File: config.mk
export PLATFORM = sky130hd
export DESIGN_NAME = fifo_wr_arb
export DESIGN_NICKNAME = d
export VERILOG_FILES = /design/src/rtl/fifo_wr_arb.sv
export SDC_FILE = /design/constraint.sdc
export NUM_CORES = 1
export LEC_CHECK = 0
export ABC_AREA = 1
export BUFFER_PORTS_ARGS = -buffer_cell sky130_fd_sc_hd__buf_2
export CAP_MARGIN = 20
export CELL_PAD_IN_SITES_DETAIL_PLACEMENT = 1
export CELL_PAD_IN_SITES_GLOBAL_PLACEMENT = 1
export CORE_ASPECT_RATIO = 0.6
export CORE_MARGIN = 3
export CORE_UTILIZATION = 27
export DETAILED_ROUTE_END_ITERATION = 12
export PLACE_DENSITY_LB_ADDON = 0.1
export SYNTH_ARGS = -nofsm -noshare
export SYNTH_HDL_FRONTEND = slang
export SYNTH_SLANG_ARGS = --single-unit
File: constraint.sdc
create_clock -name clk_i -period 2.81 [get_ports clk_i]
set_input_delay 0.1405 -clock clk_i [delete_from_list [all_inputs] [get_ports clk_i]]
set_output_delay 0.1405 -clock clk_i [all_outputs]
set_load 0.03 [all_outputs]
File: src/rtl/fifo_wr_arb.sv
// Round-robin arbiter sharing one FIFO write port among N_REQ valid/ready requesters.
// Multi-beat packets hold the port until the beat carrying req_last_i is accepted.
module fifo_wr_arb #(
  parameter int N_REQ      = 4,
  parameter int DATA_WIDTH = 8
) (
  input  logic                        clk_i,
  input  logic                        rst_ni,
  input  logic [N_REQ-1:0]            req_valid_i,
  input  logic [N_REQ-1:0]            req_last_i,
  input  logic [N_REQ*DATA_WIDTH-1:0] req_data_i,
  output logic [N_REQ-1:0]            req_ready_o,
  input  logic                        fifo_full_i,
  output logic                        fifo_wr_o,
  output logic [DATA_WIDTH-1:0]       fifo_wdata_o,
  output logic [N_REQ-1:0]            grant_o,
  output logic                        locked_o
);

  localparam int IDX_W = (N_REQ > 1) ? $clog2(N_REQ) : 1;

  typedef enum logic {IDLE, LOCKED} state_t;

  state_t             state_q;
  logic [IDX_W-1:0]   owner_q;
  logic [IDX_W-1:0]   rr_ptr_q;
  logic [IDX_W-1:0]   grant_idx;
  logic               grant_any;
  logic               beat;
  logic               beat_last;
  int                 cand;

  function automatic logic [IDX_W-1:0] next_idx(input logic [IDX_W-1:0] idx);
    return (int'(idx) == N_REQ - 1) ? '0 : idx + 1'b1;
  endfunction

  // Scan from the lowest priority upward so the requester closest to rr_ptr wins last.
  always_comb begin
    grant_idx = '0;
    grant_any = 1'b0;
    cand      = 0;
    if (state_q == LOCKED) begin
      grant_idx = owner_q;
      grant_any = 1'b1;
    end else begin
      for (int i = N_REQ - 1; i >= 0; i--) begin
        cand = (int'(rr_ptr_q) + i) % N_REQ;
        if (req_valid_i[cand]) begin
          grant_idx = cand[IDX_W-1:0];
          grant_any = 1'b1;
        end
      end
    end
  end

  always_comb begin
    grant_o = '0;
    if (grant_any) grant_o[grant_idx] = 1'b1;
  end

  assign req_ready_o  = grant_o & {N_REQ{~fifo_full_i}};
  assign beat         = grant_any & req_valid_i[grant_idx] & ~fifo_full_i;
  assign beat_last    = req_last_i[grant_idx];
  assign fifo_wr_o    = beat;
  assign fifo_wdata_o = grant_any ? req_data_i[grant_idx*DATA_WIDTH +: DATA_WIDTH]
                                  : '0;
  assign locked_o     = (state_q == LOCKED);

  // Priority advances only at packet end, bounding each requester's wait to N_REQ-1 packets.
  always_ff @(posedge clk_i or negedge rst_ni) begin
    if (!rst_ni) begin
      state_q  <= IDLE;
      owner_q  <= '0;
      rr_ptr_q <= '0;
    end else if (beat) begin
      case (state_q)
        IDLE: begin
          if (beat_last) begin
            rr_ptr_q <= next_idx(grant_idx);
          end else begin
            state_q <= LOCKED;
            owner_q <= grant_idx;
          end
        end
        LOCKED: begin
          if (beat_last) begin
            state_q  <= IDLE;
            rr_ptr_q <= next_idx(owner_q);
          end
        end
        default: state_q <= IDLE;
      endcase
    end
  end

endmodule

==> flow_summary_export.csv <==
group,metric,value,unit
outcome,status,"complete, no violations",
route,dr_total_vias,1306,
route,drtIter0Drc,27,
timing,final-hold-violation-count,0,
logic_synthesis,yosysSeqAreaShare,12.9,%
clocking,cts_buffers,3,
placement,routabilityCongestion,0.799,
clocking,cts.reportedPaths.clkPinSlew,0.03,ns
logic_synthesis,yosysTopAreaCell,"nand2_1",
timing,slew_viol_final,0,
floorplan,die-area,4370,sq um
clocking,clock_sinks,5,
power_and_ir_drop,max-vdd-ir-drop,0.000936,V
placement,dp_hpwl,3.02,mm
global_route,gr-usage-all-layers,15.8,%
global_route,grt_pass1_vias,1217,
route,drt_wl_total,3.60,mm
timing,relSlewSlack,71.8,%
logic_synthesis,syn_nets,212,
timing,worst_slew_pin_slew,0.422,ns
logic_synthesis,synth_area,970,sq um
clocking,cts_tree,"yes",
global_route,grt_max_degree,22,
timing,rsz0062_at_grt,"false",
power_and_ir_drop,leakagePower,0.800,nW
route,drtPass1Iterations,4,
floorplan,dieWidth,83.4,um
logic_synthesis,yosys_register_bits,5,
hold_path,hold_path_class,"input port to async pin",
clocking,insertion_delay,0.22,ns
clocking,htreeDepth,1,
floorplan,rows,16,
timing,setup_tns,0,ns
logic_synthesis,async_reset_ff_share,100,%
floorplan,core_area,3340,sq um
setup_path,required,2.67,ns
setup_path,cp-start-kind,"flop",
placement,io_buffers,60,
setup_path,timing.critical_path.buf_inv,4,
logic_synthesis,avgSynthCellArea,5.84,sq um
logic_synthesis,synth_cell_types,28,
finish,nets,280,
route,routed_via_density,4.70,
global_route,antenna_found_initial,0,
power_and_ir_drop,powerDensity,1610,nW/um^2
finish,drive_above_1_share,40.8,%
setup_path,slowest_delay,0.45,ns
logic_synthesis,synth_ff_type,"dfrtp_1",
run,drv_cap,0,
setup_path,timing.critical_path.fanout_max,8,
timing,fmax,383,MHz
timing,period_needed,2.61,ns
setup_path,arrival,2.47,ns
logic_synthesis,synth_edf_count,0,
finish,fillCellCount,460,
route,wl_per_cell,12.9,um
finish,register_area,126,sq um
logic_synthesis,synth_area_leaders,"nand2_1 (19%), dfrtp_1 (13%), inv_1 (8.1%), nand3_1 (6.2%), nand2_4 (5.8%)",
logic_synthesis,synth_top_area_share,18.6,%
timing,setup_viol,0,
finish,multi_input_area,761,sq um
global_route,grt_pass1_wl,5.64,mm
logic_synthesis,synthTopCellsByCount,"nand2_1 (48), inv_1 (21), nor2_1 (14)",
finish,diodes,0,
global_route,grt_overflow,0,
setup_path,crit_type,"flop to primary output",
floorplan,fp.dieH,52.4,um
logic_synthesis,synth_most_common_cell,"nand2_1",
setup_path,path_cells,"buf_2 -> o21ai_2 -> nand2_1 -> nand2_1 -> inv_2 -> nand3_1 -> nand3_4 -> nand2_8 -> inv_4 -> nor2_2 -> nand2_1 -> a31oi_1 -> buf_2",
floorplan,io_pins,61,
setup_path,cpMostUsedCell,"nand2_1",
route,ant_nets,0,
setup_path,crit_family,"simple AND/OR/NAND/NOR gates",
finish,area_delta_synth_final,48.9,%
timing,fin_skew,0.000294,ns
clocking,clockRootBuffer,"clkbuf_8",
clocking,ctsLongestPathBuffers,2,
setup_path,cp-end-kind,"primary output",
timing,min_period_over_period,92.9,%
route,drc,0,
timing,timing.hold.ws,0.266,ns
logic_synthesis,ys.warnings.count,0,
floorplan,initial_core_util,29.0,%
setup_path,slowest_stage,"dfrtp_2",
logic_synthesis,syn_inst,166,
metrics by stage:
stage	cell area (sq um)	power [mW]	std cells	setup WS, ns	utilization (%)
after floorplan	970	1.63	166	0.439	-
after global placement	1300	1.99	268	0.312	38.9
after detailed placement	1300	2.02	268	0.210	38.9
after CTS	1360	2.16	273	0.0598	40.6
after global routing	1440	2.56	278	0.00961	43.2
final	1440	2.32	278	0.201	43.2
power by group:
part / internal [mW] / switching, mW / leakage, nW
sequential: 0.109 / 0.0525 / 0.0589
combinational: 0.643 / 1.39 / 0.719
clock: 0.0970 / 0.0306 / 0.0228
layer usage:
metal	part of all wire, %	up-vias	GRT usage [%]
li1	-	675	-
met5	0	-	0
met2	42	26	24.6
met4	0.17	0	2.45
met1	54	603	22.7
met3	4.1	2	3.45
timing repair:
item                                    in CTS  in global routing
pin swaps                                    0                  2
hold endpoints to repair                     5                  0
setup buffers                                0                  3
cloned                                       0                  2
gates resized for setup                      1                  8
endpoints found under the setup margin       4                 11
hold buffers                                 1                  0
worst reg2reg max path, stage by stage (launching register included):
cell and delay [ns]:
dfrtp_2 0.45, buf_2 0.20, o21ai_2 0.18, nand2_1 0.07
nand2_1 0.11, inv_2 0.06, nand3_1 0.12, nand3_4 0.17
nand2_8 0.16, nand2_1 0.06, nand2_1 0.05, nand2_1 0.06
nand2_1 0.08, nand2_1 0.14, o21bai_1 0.16, nand2_1 0.06
registers in the layout, indices dropped and copies added, names as in the netlist:
name      cells
owner_q       2
locked_o      1
rr_ptr_q      2
cell usage in the layout (no fill, tap or decap), types with 4 or more instances in the layout:
cell type and n:
nand3_1 12, buf_2 60, nand2_4 5, nor2_1 14
a31oi_1 5, o21ai_0 9, a21oi_1 11, inv_1 21
nand2_2 4, dfrtp_1 4, nand2_1 48
cell families after synthesis:
logic type	after synthesis	synth area share (%)
and+or+nand+nor	94	48.6
buffers and inverters	30	14.7
DFF	5	12.9
adders and majority gates	3	3.87
AOI/OAI and AO/OA	33	19.0
xor gates and xnor gates	1	0.903
path summary, 6_finish.rpt:
kind | start | endpoint | slack (ns) | depth (start not counted)
setup / recovery | rr_ptr_q[0] | fifo_wdata_o[1] | 0.20 | 13
hold / removal | rst_ni | owner_q[0] | 0.27 | 2
setup reg to reg | rr_ptr_q[0] | owner_q[0] | 0.55 | 15
hold reg to reg | owner_q[1] | owner_q[1] | 0.63 | 3
max in group asynchronous | rst_ni | rr_ptr_q[0] | 2.40 | 2
min in group clk_i | fifo_full_i | owner_q[0] | 0.28 | 4
layout make-up:
| class | count | area share (%) |
|---|---|---|
| inverters | 26 | 7.11 |
| multi-input cells | 133 | 52.7 |
| well taps | 45 | 3.90 |
| clock buffers | 4 | 3.12 |
| repair buffers | 65 | 24.4 |
| flip-flops and latches | 5 | 8.75 |
Power figures use the tool's default switching activity.
